**src/rtl/apb_pkg.sv**
```systemverilog
// Shared types and widths for the APB requester.
package apb_pkg;
   localparam int APB_ADDR_W = 10;
   localparam int APB_DATA_W = 32;

   typedef enum logic [1:0] {
      IDLE   = 2'd0,
      SETUP  = 2'd1,
      ACCESS = 2'd2,
      RESP   = 2'd3
   } apb_mst_state_t;
endpackage

```
**src/rtl/apb_wait_ctr.sv**
```systemverilog
// ACCESS-phase wait counter; flags the last permitted cycle before abort.
module apb_wait_ctr #(
   parameter int TIMEOUT = 32
) (
   input  logic clk,
   input  logic reset,
   input  logic clr_i,
   input  logic en_i,
   output logic expired_o
);
   localparam int CW = (TIMEOUT == 0) ? 1 : $clog2(TIMEOUT + 1);
   localparam logic [CW-1:0] LAST = CW'((TIMEOUT == 0) ? 0 : TIMEOUT - 1);
   localparam logic TIMEOUT_ON = (TIMEOUT != 0);

   logic [CW-1:0] cnt_reg;

   // Holds at LAST instead of wrapping, so an idle expired flag stays asserted.
   always_ff @(posedge clk or posedge reset) begin
      if (reset)
         cnt_reg <= '0;
      else if (clr_i)
         cnt_reg <= '0;
      else if (en_i && !expired_o)
         cnt_reg <= cnt_reg + CW'(1);
   end

   assign expired_o = TIMEOUT_ON && (cnt_reg == LAST);
endmodule

```
**src/rtl/apb_master.sv**
```systemverilog
// Single-outstanding APB requester: command port in, SETUP/ACCESS sequencing, response port out.
module apb_master
   import apb_pkg::*;
#(
   parameter int ADDR_W  = APB_ADDR_W,
   parameter int DATA_W  = APB_DATA_W,
   parameter int TIMEOUT = 32
) (
   input  logic              clk,
   input  logic              reset,
   input  logic              cmd_valid_i,
   output logic              cmd_ready_o,
   input  logic              cmd_write_i,
   input  logic [ADDR_W-1:0] cmd_addr_i,
   input  logic [DATA_W-1:0] cmd_wdata_i,
   output logic              rsp_valid_o,
   input  logic              rsp_ready_i,
   output logic [DATA_W-1:0] rsp_rdata_o,
   output logic              rsp_err_o,
   output logic              psel_o,
   output logic              penable_o,
   output logic [ADDR_W-1:0] paddr_o,
   output logic              pwrite_o,
   output logic [DATA_W-1:0] pwdata_o,
   input  logic [DATA_W-1:0] prdata_i,
   input  logic              pready_i
);
   apb_mst_state_t state_reg, state_next;

   logic              write_reg;
   logic [ADDR_W-1:0] addr_reg;
   logic [DATA_W-1:0] wdata_reg;
   logic [DATA_W-1:0] rdata_reg;
   logic              err_reg;
   logic              expired;

   apb_wait_ctr #(.TIMEOUT(TIMEOUT)) u_wait_ctr (
      .clk       (clk),
      .reset     (reset),
      .clr_i     (state_reg == IDLE),
      .en_i      ((state_reg == ACCESS) && !pready_i),
      .expired_o (expired)
   );

   always_ff @(posedge clk or posedge reset) begin
      if (reset)
         state_reg <= IDLE;
      else
         state_reg <= state_next;
   end

   always_comb begin
      state_next = state_reg;
      case (state_reg)
         IDLE:    if (cmd_valid_i)           state_next = SETUP;
         SETUP:                              state_next = ACCESS;
         ACCESS:  if (pready_i || expired)   state_next = RESP;
         RESP:    if (rsp_ready_i)           state_next = IDLE;
         default:                            state_next = IDLE;
      endcase
   end

   always_comb begin
      cmd_ready_o = (state_reg == IDLE);
      psel_o      = (state_reg == SETUP) || (state_reg == ACCESS);
      penable_o   = (state_reg == ACCESS);
      rsp_valid_o = (state_reg == RESP);
   end

   // Write data is masked at accept so pwdata_o reads back 0 for read commands.
   always_ff @(posedge clk or posedge reset) begin
      if (reset) begin
         write_reg <= 1'b0;
         addr_reg  <= '0;
         wdata_reg <= '0;
         rdata_reg <= '0;
         err_reg   <= 1'b0;
      end else begin
         if (state_reg == IDLE && cmd_valid_i) begin
            write_reg <= cmd_write_i;
            addr_reg  <= cmd_addr_i;
            wdata_reg <= cmd_write_i ? cmd_wdata_i : '0;
         end
         if (state_reg == ACCESS) begin
            if (pready_i) begin
               rdata_reg <= write_reg ? '0 : prdata_i;
               err_reg   <= 1'b0;
            end else if (expired) begin
               rdata_reg <= '0;
               err_reg   <= 1'b1;
            end
         end
      end
   end

   assign paddr_o     = addr_reg;
   assign pwrite_o    = write_reg;
   assign pwdata_o    = wdata_reg;
   assign rsp_rdata_o = rdata_reg;
   assign rsp_err_o   = err_reg;
endmodule

```
**config.mk**
```make
export PLATFORM = sky130hd
export DESIGN_NAME = apb_master
export DESIGN_NICKNAME = d
export VERILOG_FILES = /design/src/rtl/apb_pkg.sv /design/src/rtl/apb_wait_ctr.sv /design/src/rtl/apb_master.sv
export SDC_FILE = /design/constraint.sdc
export NUM_CORES = 1
export LEC_CHECK = 0
export CORE_ASPECT_RATIO = 1.75
export CORE_UTILIZATION = 55
export CTS_CLUSTER_SIZE = 8
export DETAILED_ROUTE_END_ITERATION = 10
export DONT_BUFFER_PORTS = 1
export PLACE_DENSITY = 0.7
export REMOVE_ABC_BUFFERS = 1
export SLEW_MARGIN = 20
export SYNTH_ARGS = -nofsm -noshare
export SYNTH_HDL_FRONTEND = slang
export SYNTH_SLANG_ARGS = --single-unit
export TNS_END_PERCENT = 1
```
**constraint.sdc**
```tcl
create_clock -name clk -period 4.15 [get_ports clk]
set_clock_uncertainty 0.2 [all_clocks]
set_input_delay 0.2075 -clock clk [delete_from_list [all_inputs] [get_ports clk]]
set_output_delay 0.2075 -clock clk [all_outputs]
set_load 0.05 [all_outputs]
```
======== Word-level counts from Yosys, hierarchy flattened ========
Cells that the tools add are included.
word-level totals
  register bits after elaboration ......... 84
  bits of input ports ..................... 80
  word-level logic and storage cells ...... 39
cells by class
  add/sub/neg operators ................... 1
  muxes and demuxes ....................... 12
  reduce and logical (&&, ||, !) cells .... 12
  equality and inequality tests ........... 7
operators by type and width
  kind                   count
  $mux W32               4
  $mux W6                2
  $pmux W2 S4            1
  $add A6 B1 Y6 const B  1
  $eq A6 B5 Y1 const B   1
  $mux W2                3
  $eq A2 B2 Y1 const B   2
  $ne A2 B1 Y1 const B   2
  $reduce_bool A2 Y1     2
  $logic_and A1 B1 Y1    3
  $reduce_and A3 Y1      1
  $eq A2 B1 Y1 const B   1
  $logic_not A1 Y1       2
  $logic_not A2 Y1       1
  $logic_or A1 B1 Y1     2
  $mux W1                2
  $ne A2 B2 Y1 const B   1
  $reduce_and A2 Y1      1

======== Longest topological paths before layout ========
Gate-level depths: netlist of run 1.
  depth in word-level cells ............... 5
  depth in mapped cells ................... 8

======== Hierarchy ========
From an unflattened synthesis of run 1, not the netlist that was laid out.
unflattened totals
  cells, all modules ...................... 361
  area total of the unflattened synthesis .. 3567.2 um^2
modules (own cells, without submodules)
  module        times used  cells each  area an instance (um^2)  sequential area each (um^2)
  apb_master    1           322         3184.3                   1951.9
  apb_wait_ctr  1           39          382.9                    150.1

======== Worst setup path after synthesis of run 1 ========
Ideal clock, no wire load.
  kind .................................... register to register
  start ................................... register state_reg[0]
  end ..................................... register state_reg[1]
  data arrival time ....................... 1.852 ns
  slack ................................... 1.972 ns
  data required time ...................... 3.825 ns
  cell stages (with the launch flop) ...... 7
  cell sequence ........................... dfrtp_1 inv_1 ha_1 and2b_2 o21ai_2 nor2b_4 mux2_4
on the way
  cells in the longest elaborated chain, start to end .. 3
ends and longest elaborated chain
  what                         line              source
  start, declared              apb_master.sv:28  apb_mst_state_t state_reg, state_next;
  start signal, assigned       apb_master.sv:49  state_reg <= state_next;
  $eq A2 B2 Y1 *               n/a
  net penable_o                apb_master.sv:21  output logic penable_o,
  $ne A2 B1 Y1 (no line)       n/a
  $reduce_and A3 Y1 (no line)  n/a
Mark *: on every way through the listed nets, which the timed path passes. The rest lies on a longest branch.
A chain may end at the register's enable or synchronous reset.

======== Worst setup path after layout of run 1 ========
  start ................................... register state_reg[0]
  end ..................................... register u_wait_ctr.cnt_reg[5]
on the way
  cells in the longest elaborated chain, start to end .. 4
ends and longest elaborated chain
  what                          line                source
  $eq A2 B2 Y1                  n/a
  net penable_o                 apb_master.sv:21
  $logic_and A1 B1 Y1           apb_master.sv:41    .en_i ((state_reg == ACCESS) && !pready_i),
  $logic_and A1 B1 Y1           apb_wait_ctr.sv:23  else if (en_i && !expired_o)
  $reduce_bool A2 Y1 (no line)  n/a
  end signal, assigned          apb_wait_ctr.sv:24  cnt_reg <= cnt_reg + CW'(1);
  end, declared                 apb_wait_ctr.sv:15  logic [CW-1:0] cnt_reg;
The timed path passes the listed nets, and every way through them passes these cells.

==> impl_metrics.tcl, run 1 <==
set metrics [dict create \
    die_h_um 105.2 \
    grt_overflow 0 \
    ff2ff_setup_slack_ns 1.74 \
    crit-reg2reg-capture "u_wait_ctr.cnt_reg[5]" \
    synthTopCellsByArea "dfrtp_1 63%, a22o_1 8.4%, nand2_1 7.6%" \
    switching_share_pct 54.30 \
    post_drt_wl_per_cell_um 18.33 \
    drive_gt1_share_pct 11.33 \
    vdd_drop_max_v 0.0006566 \
    hp-class "input pin to register" \
    p_int_mw 1.747 \
    hold_viol_final 0 \
    clkPwrFrac_pct 14.3 \
    drt_pre_antenna_iters 4 \
    grtUsageTotal_pct 26.98 \
    grt_pass1_wl_mm 12.31 \
    n_fill_cell 373 \
    crit_path_end "u_wait_ctr.cnt_reg[5]" \
    synth_edf_count 0 \
    fp.dieW_um 60.96 \
    yosysTopAreaCell "dfrtp_1" \
    dieArea_mm2 0.006411 \
    cts_tree "yes" \
    required_ns 4.19 \
    portBuffers 0 \
    timing.hold.ws_ns 0.1013 \
    h-tree-depth 3 \
    cp-start-kind "register" \
    period_share_pct 58.19 \
    p_comb_share_pct 20.6 \
    ctsLongestPathBuffers 2 \
    p_seq_share_pct 65.1 \
    grt_max_degree 76 \
    finalSetupViolations 0 \
    ios 160 \
    critPathCaptureType "register" \
    cts_buffers 9 \
    fin_nets 442 \
    grt_pass1_vias 2570 \
    drtIter0Drc 204 \
    r2r-start "state_reg[0]" \
    ant_nets 0 \
    vias_per_cell 5.652 \
    cts_sinks 84 \
    synthDistinctLibCells 32 \
    yosysTopAreaCellShare_pct 62.83 \
    path_clk_slew_ns 0.08 \
    critPathLaunch "state_reg[0]" \
    relSlewSlack_pct 43.05 \
    routed_wl_mm 8.066 \
    route.detailed.drc 0 \
    worstMarginPinSlew_ns 0.8543 \
    fp-row-count 37 \
    synth-seq-cells 84 \
    yosysSeqAreaShare_pct 62.83 \
    critical_path_class "register to register" \
    powerDensity_mw_per_mm2 884.9 \
    leakage_nw 2.039 \
    finalSetupTns_ns 0 \
    cp.arrival_ns 2.46 \
    yosys_warnings 0 \
    layout_common_cells "84 x dfrtp_1, 76 x dlygate4sd3_1, 67 x nand2_1" \
    clock_latency_ns 0.35 \
    slew_viol_final 0 \
    rsz0062_at_grt "no" \
    vias 2487 \
    status "complete, no violations" \
    postCtsSetupRepairBufs 0 \
    syn_inst 285 \
    synth_ff_type "dfrtp_1" \
    area_delta_synth_final_pct 29.09 \
    final_common_cell "dfrtp_1" \
    cts_root_buf "clkbuf_8" \
    syn_avg_cell_area_um2 11.74 \
    ff2ff_path_depth 5 \
    start_util_pct 56.91 \
    cp_max_fo 8 \
    core_area_mm2 0.005879 \
    gp_congestion 0.7631 \
    period_needed_ns 2.415 \
    fmax_mhz 414.1 \
    switching_power_mw 2.076 \
    diodes 0 \
    syn_area_mm2 0.003346 \
    antenna_found_initial 0 \
    dp_hpwl_mm 4.405 \
    maxCapViolCount 0 \
    synthArstFlopShare_pct 100.0 \
    cts_resized 0 \
]
## worst max-delay path, stage by stage, from the launching register on
cell	delay, ns
dfrtp_1	0.40
inv_1	0.11
ha_1	0.73
nand4_2	0.23
or3_1	0.41
a31o_1	0.23
## cell type report
| class | count | area (um^2) | area share (%) |
|---|---|---|---|
| Timing Repair Buffer | 80 | 788.3 | 18.25 |
| Sequential cell | 84 | 2102 | 48.67 |
| Clock inverter | 5 | 52.55 | 1.217 |
| Inverter | 5 | 21.27 | 0.4925 |
| Tap cell | 78 | 97.59 | 2.260 |
| Multi-Input combinational cell | 177 | 1126 | 26.07 |
| Clock buffer | 11 | 131.4 | 3.042 |
## metal layers
| layer | part of all wire [%] | track usage [%] | up-vias | wire length [um] |
|---|---|---|---|---|
| li1 | - | - | 1131 | - |
| met1 | 36 | 28.56 | 1213 | 2885 |
| met2 | 54 | 44.82 | 126 | 4375 |
| met3 | 7.9 | 10.64 | 17 | 635 |
| met4 | 2.1 | 13.15 | 0 | 170 |
| met5 | 0 | 0 | - | 0 |
## per-stage QoR
stage	power, mW	util (%)	cell area [um^2]	cells	setup slack [ns]
6_report	3.822	73.46	4319	440	1.735
5_1_grt	3.991	73.46	4319	440	1.616
4_1_cts	3.808	73.53	4323	440	1.735
3_5_place_dp	3.194	57.29	3368	347	1.742
3_3_place_gp	3.158	57.16	3361	347	1.798
2_1_floorplan	3.007	-	3234	266	1.067
## cell usage after synthesis (all sizes together), types with 2 or more instances
cell and count:
nor2 6, a21oi 3, mux2 12, buf 13, a22o 32, ha 5
nand2 68, mux2i 2, nand4 3, clkbuf 6, dfrtp 84, o21ai 34
inv 5
## worst min path at each step
| stage | start | to | slack, ns | cells past startpoint |
|---|---|---|---|---|
| floorplan | pready_i | rsp_err_o | 0.1 | 1 |
| global placement | pready_i | rsp_err_o | 0.10 | 1 |
| detailed placement | pready_i | rsp_err_o | 0.10 | 1 |
| CTS | rsp_ready_i | state_reg[1] | 0.08 | 3 |
| global route | rsp_ready_i | state_reg[1] | 0.09 | 3 |
| finish | rsp_ready_i | state_reg[1] | 0.10 | 3 |
## cell families (layout without fill, tap and decap cells)
kind of cell               count (synthesis)  after routing  share of synthesized area (%)
and+or+nand+nor                           83             83                          10.99
xor gates and xnor gates                   1              1                         0.2618
adders and majority gates                  5              5                          1.870
AOI/OAI and AO/OA                         74             74                          15.41
buffers and inverters                     24            101                          3.889
muxes                                     14             14                          4.749
DFF                                       84             84                          62.83
## timing repair
action	4_1_cts	5_1_grt
setup endpoints to repair	0	0
endpoints found under the hold margin	136	0
hold buffers	77	0
## power by group through the flow
stage	Clock (mW)	Sequential (mW)	Combinational, mW
floorplan	0	2.41	0.594
detailed placement	0	2.49	0.709
CTS	0.565	2.47	0.773
global route	0.596	2.52	0.871
finish	0.547	2.49	0.788
global placement	0	2.48	0.674
Power figures use the tool's default switching activity.
==> run 2, diff against run 1 <==
--- a/config.mk
+++ b/config.mk
@@ -5,6 +5,7 @@
 export SDC_FILE = /design/constraint.sdc
 export NUM_CORES = 1
 export LEC_CHECK = 0
+export ABC_AREA = 1
 export CORE_ASPECT_RATIO = 1.75
 export CORE_UTILIZATION = 55
 export CTS_CLUSTER_SIZE = 8
==> constraint.sdc (replaced) <==
create_clock -name clk -period 2.51 [get_ports clk]
set_clock_uncertainty 0.2 [all_clocks]
set_input_delay 0.1255 -clock clk [delete_from_list [all_inputs] [get_ports clk]]
set_output_delay 0.1255 -clock clk [all_outputs]
set_load 0.05 [all_outputs]
==> run 2 against run 1 <==
Net effect:
- synthesized cell count is 40% higher
- the flow now stops in clock tree synthesis (4_1_cts)
- area after synthesis grew 7.3%
==> impl_metrics.tcl, run 2 <==
set metrics [dict create \
    status "aborted with a tool error" \
    gp_congestion 0.7921 \
    syn_avg_cell_area_um2 8.997 \
    cts_buffers 9 \
    syn_area_mm2 0.003590 \
    ctsLongestPathBuffers 2 \
    stop_error "[ERROR RSZ-0060] Max buffer count reached." \
    start_util_pct 57.63 \
    cts_resized 0 \
    die_h_um 108.9 \
    yosys_warnings 0 \
    yosysTopAreaCellShare_pct 58.56 \
    dp_hpwl_mm 5.275 \
    synthArstFlopShare_pct 100.0 \
    postCtsSetupRepairBufs 0 \
    cts_sinks 84 \
    cts_root_buf "clkbuf_8" \
    haltStage "clock tree synthesis (4_1_cts)" \
    ios 160 \
    postCtsHoldBufs 102 \
    synth_ff_type "dfrtp_1" \
    yosysMostFrequentCell "nand2_1" \
    synthTopCellsByArea "dfrtp_1 59%, nand2_1 16%, o21ai_0 5.6%" \
    fp-row-count 38 \
    h-tree-depth 3 \
    syn_inst 399 \
    yosysTopAreaCell "dfrtp_1" \
    yosysSeqAreaShare_pct 58.56 \
    synthDistinctLibCells 18 \
    synth_edf_count 0 \
    portBuffers 0 \
    ys_top_cells_by_count "150 x nand2_1, 84 x dfrtp_1, 40 x o21ai_0" \
    synth-seq-cells 84 \
    fp.dieW_um 63.07 \
]
run 2: cell count changes after synthesis, moves of 6 or more:
cell	change
clkbuf_1	+11
o21ai_0	+17
o21ai_1	+8
nand2_1	+82
a22o_1	-32
mux2_2	-11
inv_1	+6
o21ai_2	+12
nand3_1	+37
run 2: cells by family after synthesis:
group | synth area share [%]
adder cells (fa/ha/maj) | 1.743
XOR/XNOR | 0.2440
flip-flops | 58.56
buffers and inverters | 5.193
AO/OA/AOI/OAI | 11.54
AND/OR/NAND/NOR | 22.73
run 2: through the flow:
stage / instances / util [%] / setup TNS (ns) / setup WS (ns) / cell area [um^2]
floorplan: 372 / - / -18.58 / -0.4727 / 3445
global placement: 459 / 58.34 / 0 / 0.7655 / 3633
detailed placement: 459 / 58.34 / 0 / 0.7096 / 3633
==> run 3, diff against run 2 <==
--- a/config.mk
+++ b/config.mk
@@ -6,12 +6,10 @@
 export NUM_CORES = 1
 export LEC_CHECK = 0
 export ABC_AREA = 1
-export CORE_ASPECT_RATIO = 1.75
-export CORE_UTILIZATION = 55
-export CTS_CLUSTER_SIZE = 8
+export CORE_UTILIZATION = 40
 export DETAILED_ROUTE_END_ITERATION = 10
 export DONT_BUFFER_PORTS = 1
-export PLACE_DENSITY = 0.7
+export PLACE_DENSITY_LB_ADDON = 0.15
 export REMOVE_ABC_BUFFERS = 1
 export SLEW_MARGIN = 20
 export SYNTH_ARGS = -nofsm -noshare
==> run 3 against run 2 <==
Net effect:
- the run again fails in clock tree synthesis (4_1_cts)
- area after synthesis unchanged
- synthesized cell count unchanged
==> impl_metrics.tcl, run 3 <==
set metrics [dict create \
    synthDistinctLibCells 18 \
    synthTopCellsByArea "dfrtp_1 59%, nand2_1 16%, o21ai_0 5.6%" \
    synthMuxAreaShare_pct 0 \
    syn_inst 399 \
    placed_area_mm2 0.003669 \
    haltStage "clock tree synthesis (4_1_cts)" \
    ctsLongestPathBuffers 2 \
    postCtsHoldBufs 101 \
    postCtsSetupRepairBufs 0 \
    synth_ff_type "dfrtp_1" \
    start_util_pct 41.16 \
    synth-seq-cells 84 \
    place_ws_ns 0.7013 \
    yosysMostFrequentCell "nand2_1" \
    stop_error "[ERROR RSZ-0060] Max buffer count reached." \
    portBuffers 0 \
    synth-simple-area-share_pct 22.73 \
    synthArstFlopShare_pct 100.0 \
    ios 160 \
    synth_edf_count 0 \
    yosys_warnings 0 \
    synth_xor_area_share_pct 0.2440 \
    syn_area_mm2 0.003590 \
    status "aborted with a tool error" \
    yosysTopAreaCellShare_pct 58.56 \
    fp-row-count 34 \
    synth_top_family_by_area "simple AND/OR/NAND/NOR gates" \
    yosysSeqAreaShare_pct 58.56 \
    cts_resized 0 \
    cts_buffers 9 \
    cts_root_buf "clkbuf_8" \
    die_h_um 96.73 \
    gp_congestion 0.7833 \
    synth_compound_area_share_pct 11.54 \
    h-tree-depth 3 \
    ys_top_cells_by_count "150 x nand2_1, 84 x dfrtp_1, 40 x o21ai_0" \
    fp.dieW_um 96.73 \
    synthAdderAreaFrac_pct 1.743 \
    syn_avg_cell_area_um2 8.997 \
    cts_sinks 84 \
    dp_hpwl_mm 5.076 \
    yosysTopAreaCell "dfrtp_1" \
]
run 3: cell families after synthesis:
kind of cell               Yosys count
AOI/OAI and AO/OA                   72
and+or+nand+nor                    199
DFF                                 84
xor gates and xnor gates             1
adders and majority gates            5
buffers and inverters               38
run 3: stage by stage:
stage	util, %	std cells
2_1_floorplan	-	372
3_5_place_dp	42.07	487
3_3_place_gp	42.07	487
